$ cat config.mk
export PLATFORM = sky130hd
export DESIGN_NAME = seq_alu
export DESIGN_NICKNAME = d
export VERILOG_FILES = /design/src/rtl/seq_alu.sv
export SDC_FILE = /design/constraint.sdc
export NUM_CORES = 1
export LEC_CHECK = 0
export ABC_AREA = 1
export BUFFER_PORTS_ARGS = -buffer_cell sky130_fd_sc_hd__buf_2
export CAP_MARGIN = 15
export CORE_MARGIN = 2
export CORE_UTILIZATION = 25
export DETAILED_ROUTE_END_ITERATION = 12
export GPL_ROUTABILITY_DRIVEN = 0
export PLACE_DENSITY_LB_ADDON = 0.05
export SLEW_MARGIN = 10
export SYNTH_ARGS = -nofsm -noshare
export SYNTH_HDL_FRONTEND = slang
export SYNTH_SLANG_ARGS = --single-unit
$ cat constraint.sdc
create_clock -name CLK -period 2.2 [get_ports CLK]
set_input_delay 0.44 -clock CLK [delete_from_list [all_inputs] [get_ports CLK]]
set_output_delay 0.44 -clock CLK [all_outputs]
set_load 0.01 [all_outputs]
$ cat src/rtl/seq_alu.sv
// Sequential ALU: single-cycle arith/logic ops, iterative shift-add MUL, bit-serial SHIFT.
// Latency 1 cycle (WIDTH+1 for MUL, amount+1 for SHIFT); START ignored while BUSY, never queued.
module seq_alu #(
   parameter int WIDTH = 8,
   parameter int SHW   = $clog2(WIDTH)
) (
   input  logic             CLK,
   input  logic             RESETN,
   input  logic             START,
   input  logic [2:0]       ALUOP,
   input  logic [WIDTH-1:0] DATA1,
   input  logic [WIDTH-1:0] DATA2,
   output logic             BUSY,
   output logic             DONE,
   output logic [WIDTH-1:0] RESULT,
   output logic             ZERO,
   output logic             CARRY,
   output logic             OVF
);

   localparam logic [1:0] S_IDLE  = 2'd0;
   localparam logic [1:0] S_MUL   = 2'd1;
   localparam logic [1:0] S_SHIFT = 2'd2;

   localparam logic [2:0] OP_FWD   = 3'b000;
   localparam logic [2:0] OP_ADD   = 3'b001;
   localparam logic [2:0] OP_AND   = 3'b010;
   localparam logic [2:0] OP_OR    = 3'b011;
   localparam logic [2:0] OP_MUL   = 3'b100;
   localparam logic [2:0] OP_SHIFT = 3'b101;
   localparam logic [2:0] OP_SUB   = 3'b110;

   localparam logic [1:0] SH_LSL = 2'b00;
   localparam logic [1:0] SH_LSR = 2'b01;
   localparam logic [1:0] SH_ASR = 2'b10;

   // Counter must hold both the MUL iteration index and the largest shift amount.
   localparam int CW = (SHW > $clog2(WIDTH + 1)) ? SHW : $clog2(WIDTH + 1);
   localparam logic [CW-1:0] MUL_LAST = CW'(WIDTH - 1);
   localparam logic [CW-1:0] SH_LAST  = CW'(1);

   typedef struct packed {
      logic [WIDTH-1:0] acc;
      logic [WIDTH-1:0] mcand;
      logic [WIDTH-1:0] mplier;
      logic [1:0]       mode;
      logic [CW-1:0]    cnt;
   } work_t;

   typedef struct packed {
      logic [WIDTH-1:0] res;
      logic             carry;
      logic             ovf;
   } out_t;

   logic [1:0]       state;
   work_t            work;
   out_t             imm;
   out_t             fin_dat;
   logic             fin_vld;
   logic [WIDTH:0]   sum_ext;
   logic [WIDTH-1:0] diff;
   logic [1:0]       sh_mode;
   logic [SHW-1:0]   sh_amt;
   logic             accept;
   logic             multi_cycle;
   logic [WIDTH-1:0] mul_nxt;
   logic [WIDTH-1:0] shift_nxt;

   assign BUSY        = (state != S_IDLE);
   assign sh_mode     = DATA2[WIDTH-1 -: 2];
   assign sh_amt      = DATA2[SHW-1:0];
   assign accept      = (state == S_IDLE) && START;
   assign multi_cycle = (ALUOP == OP_MUL) || ((ALUOP == OP_SHIFT) && (sh_amt != '0));

   always_comb begin
      sum_ext   = {1'b0, DATA1} + {1'b0, DATA2};
      diff      = DATA1 - DATA2;
      imm.res   = '0;
      imm.carry = 1'b0;
      imm.ovf   = 1'b0;
      case (ALUOP)
         OP_FWD: imm.res = DATA2;
         OP_ADD: begin
            imm.res   = sum_ext[WIDTH-1:0];
            imm.carry = sum_ext[WIDTH];
            imm.ovf   = (DATA1[WIDTH-1] == DATA2[WIDTH-1]) && (sum_ext[WIDTH-1] != DATA1[WIDTH-1]);
         end
         OP_AND:   imm.res = DATA1 & DATA2;
         OP_OR:    imm.res = DATA1 | DATA2;
         OP_SHIFT: imm.res = DATA1;
         OP_SUB: begin
            imm.res   = diff;
            imm.carry = (DATA1 >= DATA2);
            imm.ovf   = (DATA1[WIDTH-1] != DATA2[WIDTH-1]) && (diff[WIDTH-1] != DATA1[WIDTH-1]);
         end
         default: imm.res = '0;
      endcase
   end

   always_comb begin
      mul_nxt = work.acc + (work.mplier[0] ? work.mcand : '0);
   end

   always_comb begin
      case (work.mode)
         SH_LSL:  shift_nxt = {work.acc[WIDTH-2:0], 1'b0};
         SH_LSR:  shift_nxt = {1'b0, work.acc[WIDTH-1:1]};
         SH_ASR:  shift_nxt = {work.acc[WIDTH-1], work.acc[WIDTH-1:1]};
         default: shift_nxt = {work.acc[0], work.acc[WIDTH-1:1]};
      endcase
   end

   // Single point where an operation retires; drives DONE and the result registers.
   always_comb begin
      fin_vld = 1'b0;
      fin_dat = '0;
      case (state)
         S_IDLE: begin
            if (accept && !multi_cycle) begin
               fin_vld = 1'b1;
               fin_dat = imm;
            end
         end
         S_MUL: begin
            if (work.cnt == MUL_LAST) begin
               fin_vld     = 1'b1;
               fin_dat.res = mul_nxt;
            end
         end
         S_SHIFT: begin
            if (work.cnt == SH_LAST) begin
               fin_vld     = 1'b1;
               fin_dat.res = shift_nxt;
            end
         end
         default: fin_vld = 1'b0;
      endcase
   end

   always_ff @(posedge CLK or negedge RESETN) begin
      if (!RESETN) begin
         state <= S_IDLE;
         work  <= '0;
      end else begin
         case (state)
            S_IDLE: begin
               if (accept && (ALUOP == OP_MUL)) begin
                  state       <= S_MUL;
                  work.acc    <= '0;
                  work.mcand  <= DATA1;
                  work.mplier <= DATA2;
                  work.cnt    <= '0;
               end else if (accept && multi_cycle) begin
                  state     <= S_SHIFT;
                  work.acc  <= DATA1;
                  work.mode <= sh_mode;
                  work.cnt  <= CW'(sh_amt);
               end
            end
            S_MUL: begin
               work.acc    <= mul_nxt;
               work.mcand  <= {work.mcand[WIDTH-2:0], 1'b0};
               work.mplier <= {1'b0, work.mplier[WIDTH-1:1]};
               work.cnt    <= work.cnt + CW'(1);
               if (work.cnt == MUL_LAST) begin
                  state <= S_IDLE;
               end
            end
            S_SHIFT: begin
               work.acc <= shift_nxt;
               work.cnt <= work.cnt - CW'(1);
               if (work.cnt == SH_LAST) begin
                  state <= S_IDLE;
               end
            end
            default: state <= S_IDLE;
         endcase
      end
   end

   always_ff @(posedge CLK or negedge RESETN) begin
      if (!RESETN) begin
         DONE   <= 1'b0;
         RESULT <= '0;
         ZERO   <= 1'b1;
         CARRY  <= 1'b0;
         OVF    <= 1'b0;
      end else begin
         DONE <= fin_vld;
         if (fin_vld) begin
            RESULT <= fin_dat.res;
            ZERO   <= (fin_dat.res == '0);
            CARRY  <= fin_dat.carry;
            OVF    <= fin_dat.ovf;
         end
      end
   end

endmodule

Word-level counts from Yosys, hierarchy flattened

Index checks and enable logic that the tools add are counted.

Reduce and logical (&&, ||, !) cells: 21
Bitwise logic cells: 3
Equal/unequal tests: 20
Magnitude comparators: 1
Muxes and demuxes: 26
$add $sub $neg: 5

Operators by type and width:

| operator                                                               | number |
|---|---|
| 8-bit one-hot mux with 3 select lines                                  | 3 |
| 8-bit one-hot mux with 6 select lines                                  | 1 |
| 8-bit 2-to-1 mux                                                       | 5 |
| 16-bit one-hot mux with 2 select lines                                 | 1 |
| 16-bit 2-to-1 mux                                                      | 1 |
| 4-bit one-hot mux with 3 select lines                                  | 1 |
| 10-bit 2-to-1 mux                                                      | 1 |
| 2-bit 2-to-1 mux                                                       | 5 |
| 8-bit by 8-bit adder with 9-bit output                                 | 1 |
| 3-bit equality test (second input constant)                            | 3 |
| 8-bit adder                                                            | 1 |
| 8-bit bitwise AND                                                      | 1 |
| 8-bit >= comparator                                                    | 1 |
| 8-bit logical NOT                                                      | 1 |
| 4-bit 2-to-1 mux                                                       | 2 |
| 8-bit bitwise OR                                                       | 1 |
| 8-bit subtractor                                                       | 1 |
| 1-bit logical AND                                                      | 7 |
| 3-bit by 2-bit equality test with 1-bit output (second input constant) | 2 |
| 2-bit one-hot mux with 3 select lines                                  | 1 |
| 3-bit AND reduction                                                    | 2 |
| 3-bit nonzero test                                                     | 2 |
| 4-bit by 1-bit adder with 4-bit output (second input constant)         | 1 |
| 2-bit by 1-bit equality test with 1-bit output (second input constant) | 2 |
| 20 further kinds                                                       | 29 |

Logic and storage cells: 87
Register bits: 44
Output and inout port bits: 13

Longest topological paths before layout

Gate-level depths: netlist of run 1.

Word-level depth: 8
Depth in mapped cells: 17

Worst setup path after synthesis of run 1

No wires, ideal clock.

Path type: register to register
Start: reg work[6] (netlist bit)
End: reg ZERO
Data arrival time: 2.006 ns
Library setup time: 0.060 ns
Stages on the path, launching flop included: 15
Setup slack: 0.134 ns
Cells stage by stage: dfrtp_1 clkbuf_1 nand2_1 inv_1 ha_1 fa_1 nor2_1 nor2_1 a22oi_1 nand2_1 nor2_1 nand3_1 nor2_1 nand4_1 nand2_1

Word-level cells in the longest chain between the ends: 5

Ends and longest elaborated chain:

| element                               | RTL line | text |
|---|---|---|
| start, declared                       | 57       | `work_t work;` |
| 8-bit 2-to-1 mux                      | 102      | `mul_nxt = work.acc + (work.mplier[0] ? work.mcand : '0);` |
| 8-bit adder                           | 102      |  |
| 8-bit 2-to-1 mux                      | 126      | `if (work.cnt == MUL_LAST) begin` |
| 8-bit one-hot mux with 3 select lines | 118      | `case (state)` |
| 8-bit logical NOT                     | 193      | `ZERO <= (fin_dat.res == '0);` |
| end signal, assigned                  | 193      |  |
| end, declared                         | 16       | `output logic ZERO,` |

No other way between the ends.
A chain may end at the register's enable or synchronous reset.

Final worst setup path of run 1

Ends and elaborated chain as after synthesis.

==> impl_metrics.py, run 1 <==
metrics = {
    "outcome": {
        "outcome": "finished clean",
    },
    "routing": {
        "highest_layer": "met4",
        "viasPerCell": 4.66,
        "met1_length_um": 7570,
        "routedWlPerCell_um": 16.0,
        "dr_wl_met3_um": 428,
        "firstDrtPassIters": 5,
        "drc": 0,
        "wirelength_um": 15500,
        "routed-wl-met2_um": 7330,
        "drtIter0Drc": 321,
        "final_antenna_net_count": 0,
        "vias": 4515,
    },
    "placement": {
        "io_buffers": 34,
        "pre_cts_ws_ps": -113,
        "hpwl_um": 12700,
        "placed_cells": 956,
    },
    "clock_network": {
        "htree_levels": 2,
        "insertion_delay_ps": 300,
        "cts_tree": "yes",
        "cts_made_buffers": 5,
        "clock_path_buffers": 2,
        "clockRootBuffer": "clkbuf_16",
        "clk_pin_slew_worst_paths_ps": 70,
        "cts.sinks": 44,
    },
    "setup_path": {
        "endpoint_kind": "register",
        "critPathLaunchType": "register",
        "worstPathMaxFanout": 4,
        "reg2reg_depth": 14,
        "critical_path_required_ps": 2440,
        "reg2reg_from": "work[6]$_DFFE_PN0P_",
        "reg2reg_to": "ZERO$_DFFE_PN1P_",
        "regToRegSetupSlack_ps": 110,
        "arrival_ps": 2330,
        "worst-setup-path-type": "reg -> reg",
    },
    "timing": {
        "setup_viol": 0,
        "period_minus_slack_ps": 2090,
        "worst_slack_ps": 111,
        "finClkSkew_ps": 10.5,
        "slew_headroom": 0.624,
        "tightest_slew_ps": 564,
        "fmax_ghz": 0.479,
        "final_max_slew_viol_count": 0,
        "finalHoldViolCount": 0,
        "min_period_over_period": 0.950,
        "rsz0062_at_grt": "yes",
        "setup_tns_ps": 0,
    },
    "logic_synthesis": {
        "ys_seq_area_frac": 0.264,
        "synth.ff_latch_count": 44,
        "synthesis.area_sq_um": 4180,
        "ys_types": 39,
        "avgSynthCellArea_sq_um": 6.48,
        "yosys_warnings": 0,
        "synth_edf_count": 0,
        "syn-num-nets": 708,
        "yosys_most_used_dff": "dfrtp_1",
        "postSynth.asyncResetShare": 1.00,
        "syn_inst": 645,
    },
    "layout": {
        "mostFrequentLayoutCells": "nand2_1, inv_1, buf_4",
        "final_common_cell": "nand2_1",
        "drive_gt1_frac": 0.235,
        "fill_cells": 1873,
        "stdcell_count": 968,
        "syn_to_final_growth_pct": 31.8,
        "diodes": 0,
        "fin_nets": 810,
    },
    "power_and_ir_drop": {
        "ir_worst_vdd_mv": 0.447,
        "pwr-share-comb": 0.620,
        "p_int_uw": 3440,
        "power.share.sequential": 0.238,
        "p_switching_uw": 2970,
        "total_leakage_power_uw": 0.00284,
        "p_clk_frac": 0.142,
        "power_density_nw_per_um2": 1170,
        "p_sw_frac": 0.463,
    },
    "job": {
        "cap_violations": 0,
    },
    "floorplan": {
        "num_io_pins": 35,
        "row_count": 47,
        "core_area_sq_um": 16500,
        "start_util": 0.254,
        "dieArea_sq_um": 17800,
        "die_w_um": 133,
        "chipHeight_um": 133,
    },
    "global_route": {
        "grt.overflow.total": 0,
        "grt_max_degree": 31,
        "grt_pass1_vias": 4409,
        "antenna_found_initial": 0,
        "grt_first_pass_wirelength_um": 24400,
        "grt_usage": 0.178,
    },
    "worst_hold_path": {
        "hold_path_class": "in -> async",
    },
}
## registers in the layout, indices dropped and copies added (netlist names)
signal  flops
OVF         1
CARRY       1
DONE        1
RESULT      8
state       2
work       30
ZERO        1
## synth_stat cells (all sizes together), types with 5 or more instances
cell    count  area, sq um
nand3      62          338
nand2     184          701
o21ai      44          220
dfrtp      43         1080
nor2       67          274
o22ai      11         68.8
inv        94          353
ha         38          475
a21oi      23          115
buf         9         47.6
or2         5         31.3
clkbuf      8         30.0
nand4       9         56.3
a31oi      19          119
## metal layers
metal | global-route usage | vias to the layer above
met5 | 0 | -
met4 | 0.0301 | 0
met3 | 0.0240 | 11
met2 | 0.300 | 74
met1 | 0.246 | 2129
li1 | - | 2301
## worst max path at each step
stage                         from          endpoint  slack (ps)  cells past startpoint
2_1_floorplan  work[6]$_DFFE_PN0P_  ZERO$_DFFE_PN1P_         130                     14
3_3_place_gp              DATA1[0]  ZERO$_DFFE_PN1P_        -140                     17
3_5_place_dp              DATA1[0]  ZERO$_DFFE_PN1P_        -110                     17
4_1_cts        work[6]$_DFFE_PN0P_  ZERO$_DFFE_PN1P_          20                     15
5_1_grt        work[6]$_DFFE_PN0P_  ZERO$_DFFE_PN1P_         -60                     14
6_report       work[6]$_DFFE_PN0P_  ZERO$_DFFE_PN1P_         110                     14
## power groups by stage
stage / clock [uW] / sequential, uW / combinational [uW]
6_report: 911 / 1520 / 3980
5_1_grt: 970 / 1590 / 4500
4_1_cts: 939 / 1500 / 3710
3_5_place_dp: 0 / 1510 / 3600
3_3_place_gp: 0 / 1500 / 3600
2_1_floorplan: 0 / 1470 / 2320
## layout make-up
class,instances,area (sq um),share of cell area
Sequential cell,44,1100,0.200
Timing Repair Buffer,112,793,0.144
Tap cell,220,275,0.0500
Clock inverter,2,38.8,0.00705
Multi-Input combinational cell,489,2800,0.509
Inverter,95,357,0.0648
Clock buffer,6,139,0.0252
## cells by family after synthesis
group | after synthesis | synth area share
AOI/OAI and AO/OA | 108 | 0.146
xor gates and xnor gates | 5 | 0.0105
adders and majority gates | 41 | 0.128
buffers and inverters | 112 | 0.104
DFF | 44 | 0.264
and+or+nand+nor | 335 | 0.347
## per-stage QoR
step                      hold slack, ps  utilization  total power [uW]  cell area (sq um)
after global placement               467        0.312              5110               5140
final                                130        0.334              6410               5510
after detailed placement             465        0.312              5110               5140
after global routing                 179        0.334              7060               5510
after floorplan                      144            -              3800               4180
after CTS                            152        0.325              6150               5350
## worst max-delay path, cell delays in order (launching register included)
cell and delay [ps]:
dfrtp_1 380, nand2_1 80, inv_2 60, ha_4 160, fa_2 400, nor2_2 110
nor2_2 60, a22oi_2 170, buf_4 140, nand2_2 40, nor2_1 90, nand3_1 80
nor2_1 120, nand4_1 90, nand2_1 70
## repair_timing
item / in CTS / in global routing
pin swaps: 0 / 12
buffers inserted: 0 / 4
endpoints found under the setup margin: 1 / 8
resized for setup: 6 / 25
hold buffers: 0 / 0
cloned: 0 / 0
(Power assumes the default switching activity.)
==> run 2: changes to the inputs <==
- ABC_AREA: 1 -> not set
- CORE_UTILIZATION: 25 -> 55
==> run 2 against run 1 <==
The run now ends with setup timing left. Core utilization up 51 points. Worst hold slack better by 66 ps. Register-to-register slack worse by 860 ps. Critical path type unchanged. Critical endpoint unchanged. Highest routed layer unchanged.
==> impl_metrics.py, run 2 <==
metrics = {
    "floorplan": {
        "chipHeight_um": 89.9,
        "core_area_sq_um": 7210,
        "start_util": 0.562,
        "row_count": 31,
        "dieArea_sq_um": 8080,
        "num_io_pins": 35,
        "die_w_um": 89.9,
    },
    "timing": {
        "period_minus_slack_ps": 2950,
        "finClkSkew_ps": 14.8,
        "finalHoldViolCount": 0,
        "rsz0062_at_grt": "yes",
        "fmax_ghz": 0.339,
        "min_period_over_period": 1.34,
        "worst_slack_ps": -746,
        "hold_ws_ps": 196,
        "tightest_slew_ps": 731,
        "setup_viol": 11,
        "slew_headroom": 0.512,
        "final_max_slew_viol_count": 0,
    },
    "global_route": {
        "grt_max_degree": 45,
        "grt_first_pass_wirelength_um": 22400,
        "grt.overflow.total": 0,
        "grt_pass1_vias": 4459,
        "top_usage_layer": "met2",
        "grtUsageMet2": 0.587,
        "use_met3": 0.0377,
        "grtUsageMet1": 0.453,
        "antenna_found_initial": 0,
        "grt_usage": 0.343,
    },
    "layout": {
        "drive_gt1_frac": 0.437,
        "mostFrequentLayoutCells": "buf_4, nor2_1, dfrtp_1",
        "fin_nets": 726,
        "final_common_cell": "buf_4",
        "syn_to_final_growth_pct": 51.1,
        "reg_top3": "work x30, RESULT x8, state x2",
        "diodes": 0,
        "post-route-cell-area_sq_um": 6130,
        "fill_cells": 423,
        "largest_reg_flops": 30,
        "top_register": "work",
    },
    "logic_synthesis": {
        "yosys_warnings": 0,
        "synthesis.area_sq_um": 4060,
        "synth_common_cells": "nor2_1, a21oi_1, dfrtp_1, ha_1, nand2_1",
        "synth_most_common_cell": "nor2_1",
        "yosys.area.top_type": "dfrtp_1",
        "postSynth.asyncResetShare": 1.00,
        "synth_top_area_frac": 0.265,
        "synth.ff_latch_count": 44,
        "netlist_top_cells_area": "dfrtp_1, ha_1, a21oi_1",
        "synth_edf_count": 0,
        "syn-num-nets": 549,
        "ys_seq_area_frac": 0.272,
        "ys_types": 65,
        "avgSynthCellArea_sq_um": 8.34,
        "yosys_most_used_dff": "dfrtp_1",
        "syn_inst": 486,
    },
    "setup_path": {
        "critical_path_required_ps": 2430,
        "endpoint_kind": "register",
        "reg2reg_from": "work[6]$_DFFE_PN0P_",
        "reg2reg_depth": 11,
        "critPathLaunchType": "register",
        "arrival_ps": 3180,
        "worst-setup-path-type": "reg -> reg",
        "reg2reg_to": "ZERO$_DFFE_PN1P_",
        "regToRegSetupSlack_ps": -750,
        "worstPathMaxFanout": 4,
    },
    "routing": {
        "viasPerCell": 6.26,
        "final_antenna_net_count": 0,
        "wirelength_um": 15200,
        "routedWlPerCell_um": 19.9,
        "vias": 4776,
        "drc": 0,
        "drtIter0Drc": 451,
        "firstDrtPassIters": 6,
    },
    "placement": {
        "io_buffers": 34,
        "hpwl_um": 10700,
        "place_area_sq_um": 5490,
    },
    "outcome": {
        "violations": "setup timing",
        "outcome": "finished with violations",
    },
    "worst_hold_path": {
        "hold_path_class": "in -> async",
    },
    "clock_network": {
        "clockRootBuffer": "clkbuf_8",
        "insertion_delay_ps": 320,
        "clock_path_buffers": 2,
        "cts.sinks": 44,
        "clk_pin_slew_worst_paths_ps": 100,
        "htree_levels": 2,
        "cts_tree": "yes",
        "cts_made_buffers": 5,
    },
    "job": {
        "cap_violations": 0,
    },
    "power_and_ir_drop": {
        "ir_worst_vdd_mv": 0.710,
        "power_density_nw_per_um2": 1310,
        "total_leakage_power_uw": 0.00283,
    },
}
run 2: critical path: stages, from the launching register on:
cell and delay (ps):
dfrtp_1 440, and2_4 180, ha_4 160, fa_2 380, nand3_2 130, nand2_2 70
a21o_1 170, a21oi_2 180, xnor2_2 130, a221o_1 390, or4_1 400, o31ai_1 240
run 2: stage by stage:
step	power, uW	util	worst slack (ps)	instances	setup TNS, ps
global placement	5700	0.760	-970	747	-4520
detailed placement	5880	0.760	-1090	747	-5370
floorplan	3920	-	-605	486	-650
finish	8000	0.849	-746	763	-2360
CTS	6920	0.802	-573	758	-1630
global route	8360	0.849	-803	763	-3180
run 2: worst max path at each step:
stage	endpoint	slack, ps	cells past startpoint	start
3_3_place_gp	ZERO$_DFFE_PN1P_	-970	12	DATA1[0]
2_1_floorplan	ZERO$_DFFE_PN1P_	-600	11	DATA1[0]
4_1_cts	ZERO$_DFFE_PN1P_	-570	11	work[6]$_DFFE_PN0P_
6_report	ZERO$_DFFE_PN1P_	-750	11	work[6]$_DFFE_PN0P_
3_5_place_dp	ZERO$_DFFE_PN1P_	-1090	12	DATA1[0]
5_1_grt	ZERO$_DFFE_PN1P_	-800	11	work[6]$_DFFE_PN0P_
run 2: final cells by class:
| cell class | instances | area [sq um] | share of cell area |
|---|---|---|---|
| sequential | 44 | 1100 | 0.180 |
| clock buffer | 5 | 68.8 | 0.0112 |
| clock inverter | 3 | 46.3 | 0.00756 |
| inverter | 35 | 151 | 0.0247 |
| multi-input combinational | 387 | 3180 | 0.520 |
| timing repair buffer | 190 | 1450 | 0.237 |
| tap | 99 | 124 | 0.0202 |
run 2: repair_timing:
item                       CTS  global route
hold buffers                 0             0
cloned                       0             0
setup endpoints to repair   13            17
pin swaps                   14            44
gates resized for setup     32            74
buffers inserted             3             6
run 2: metal layers:
metal,vias to the layer above,share of wire
li1,2107,-
met4,0,0.060
met2,349,0.48
met1,2225,0.37
met5,-,0
met3,95,0.087
run 2: where the power goes:
group	internal [uW]	total [uW]	switching, uW
Combinational	2810	5860	3060
Clock	343	678	335
Sequential	1190	1460	268
Total	4340	8000	3660
run 2: cells by family after synthesis:
logic type / synth area share
buffers and inverters: 0.0549
and+or+nand+nor: 0.183
adders and majority gates: 0.132
DFF: 0.272
xor gates and xnor gates: 0.0259
AOI/OAI and AO/OA: 0.248
muxes: 0.0845
==> run 3: changes to the inputs <==
- PLACE_DENSITY: not set -> 0.82
- PLACE_DENSITY_LB_ADDON: 0.05 -> not set
- RECOVER_POWER: not set -> 25
- SKIP_LAST_GASP: not set -> 1
==> run 3 against run 2 <==
The flow still finishes with violations (setup timing). Global-route usage up 2.1 points. Design area down 0.31%. Non-clock buffer count up 2. Via count increased by 7.1%. Critical path depth is 1 higher. Critical path type is now in -> reg. First-iteration DRC count increased by 85%. Largest cell class unchanged. Worst setup slack better by 17 ps.
==> impl_metrics.py, run 3 (synthesis gave the netlist of run 2 again) <==
metrics = {
    "outcome": {
        "outcome": "finished with violations",
        "violations": "setup timing",
    },
    "setup_path": {
        "critical_path_required_ps": 2440,
        "arrival_ps": 3170,
        "reg2reg_depth": 11,
        "cp_num_buf_inv": 2,
        "critPathLaunchType": "primary input",
        "worst-setup-path-type": "in -> reg",
        "endpoint_kind": "register",
        "cp_slowest_cell": "or4_1",
        "worstPathMaxFanout": 4,
        "crit_path_cell_trace": "buf_12 -> inv_12 -> ha_4 -> fa_2 -> nor3_4 -> nor3_2 -> a221o_1 -> a21o_1 -> a221oi_2 -> nand2_1 -> or4_1 -> o31ai_1",
        "cpPeakStageDelay_ps": 530,
        "reg2reg_to": "ZERO$_DFFE_PN1P_",
        "path_delay_family": "compound AO/OA/AOI/OAI gates",
        "regToRegSetupSlack_ps": -680,
        "reg2reg_from": "work[6]$_DFFE_PN0P_",
    },
    "job": {
        "cap_violations": 0,
    },
    "layout": {
        "top_register": "work",
        "mostFrequentLayoutCells": "buf_4, nor2_1, dfrtp_1",
        "final-seq-area_sq_um": 1100,
        "post-route-cell-area_sq_um": 6110,
        "multi_input_area_sq_um": 3160,
        "syn_to_final_growth_pct": 50.6,
        "fill_cells": 389,
        "drive_gt1_frac": 0.435,
        "diodes": 0,
        "final_common_cell": "buf_4",
        "reg_top3": "work x30, RESULT x8, state x2",
        "fin_nets": 728,
        "largest_reg_flops": 30,
    },
    "timing": {
        "slew_headroom": 0.245,
        "setup_viol": 13,
        "min_period_over_period": 1.33,
        "period_minus_slack_ps": 2930,
        "finClkSkew_ps": 5.97,
        "hold_ws_ps": 409,
        "rsz0062_at_grt": "yes",
        "final_max_slew_viol_count": 0,
        "finalHoldViolCount": 0,
        "tightest_slew_ps": 1130,
        "worst_slack_ps": -729,
        "fmax_ghz": 0.341,
    },
    "routing": {
        "viasPerCell": 6.69,
        "dr_wl_met3_um": 1880,
        "wirelength_um": 17200,
        "firstDrtPassIters": 11,
        "routed-wl-met2_um": 7720,
        "routedWlPerCell_um": 22.5,
        "drtIter0Drc": 833,
        "final_antenna_net_count": 0,
        "drc": 0,
        "highest_layer": "met4",
        "vias": 5116,
        "met1_length_um": 6190,
    },
    "clock_network": {
        "clockRootBuffer": "clkbuf_8",
        "htree_levels": 2,
        "cts.sinks": 44,
        "clock_path_buffers": 2,
        "insertion_delay_ps": 320,
        "postCtsHoldBufs": 0,
        "cts_made_buffers": 5,
        "clk_pin_slew_worst_paths_ps": 90,
        "cts_tree": "yes",
    },
    "power_and_ir_drop": {
        "total_leakage_power_uw": 0.00283,
        "power_density_nw_per_um2": 1320,
        "ir_worst_vdd_mv": 0.824,
    },
    "placement": {
        "hpwl_um": 11000,
        "io_buffers": 34,
        "place_area_sq_um": 5460,
        "pre_cts_ws_ps": -1070,
    },
    "global_route": {
        "antenna_found_initial": 0,
        "grt_usage": 0.364,
        "grt_pass1_vias": 4821,
        "grt.overflow.total": 0,
        "grt_max_degree": 45,
        "grt_first_pass_wirelength_um": 23700,
    },
    "floorplan": {
        "start_util": 0.562,
        "core_area_sq_um": 7210,
        "die_w_um": 89.9,
        "row_count": 31,
        "num_io_pins": 35,
        "chipHeight_um": 89.9,
        "dieArea_sq_um": 8080,
    },
    "worst_hold_path": {
        "hold_path_class": "in -> async",
    },
}
run 3: changes by cell type in the layout (fill, tap and decap cells not counted), moves of 3 or more:
| cell | before | now |
|---|---|---|
| nor2_1 | 54 | 51 |
| a21oi_2 | 10 | 7 |
| a21oi_1 | 35 | 38 |
| nor2_2 | 2 | 5 |
| buf_6 | 13 | 9 |
run 3: area by class of cell:
type                    instances  area share
clock buffers                   6      0.0135
clock inverters                 2     0.00635
inverters                      35      0.0244
multi-input cells             387       0.518
flip-flops and latches         44       0.180
well taps                      99      0.0203
repair buffers                192       0.237
run 3: per-layer routing:
| metal | global-route usage | up-vias |
|---|---|---|
| met5 | 0 | - |
| met3 | 0.0645 | 158 |
| met4 | 0.183 | 0 |
| li1 | - | 2103 |
| met1 | 0.445 | 2387 |
| met2 | 0.619 | 468 |
run 3: worst reg2reg max path: stages (launching register included):
cell and delay [ps]:
dfrtp_1 420, and2_4 190, ha_4 170, fa_2 350, nand3_2 80, nand2_2 70, a21o_1 190, a21oi_2 200
xnor2_2 130, a221o_1 380, or4_1 410, o31ai_1 230
run 3: worst max-delay path by stage:
stage | from | cells past startpoint | end
2_1_floorplan | DATA1[0] | 11 | ZERO$_DFFE_PN1P_
5_1_grt | DATA1[0] | 12 | ZERO$_DFFE_PN1P_
3_3_place_gp | DATA1[0] | 12 | ZERO$_DFFE_PN1P_
6_report | DATA1[0] | 12 | ZERO$_DFFE_PN1P_
3_5_place_dp | DATA1[0] | 12 | ZERO$_DFFE_PN1P_
4_1_cts | DATA2[0] | 11 | ZERO$_DFFE_PN1P_
run 3: per-stage QoR:
stage          total power (uW)  setup TNS [ps]  cells   util
5_1_grt                    8440           -3870    765  0.847
4_1_cts                    7110           -1550    755  0.803
2_1_floorplan              3920            -650    486      -
6_report                   8090           -2920    765  0.847
3_5_place_dp               5860           -5860    742  0.757
3_3_place_gp               5610           -4330    742  0.757
run 3: timing repair:
| item | in CTS | in global routing |
|---|---|---|
| gates resized for setup | 36 | 62 |
| pin swaps | 21 | 35 |
| endpoints found under the setup margin | 14 | 14 |
| setup buffers | 5 | 12 |
run 3: report_power, final:
| part | switching, uW | leakage (uW) | total [uW] | internal, uW |
|---|---|---|---|---|
| Combinational | 3120 | 0.00225 | 5910 | 2790 |
| Sequential | 291 | 0.000518 | 1480 | 1190 |
| Clock | 319 | 0.0000614 | 691 | 372 |
| Total | 3730 | 0.00283 | 8090 | 4360 |
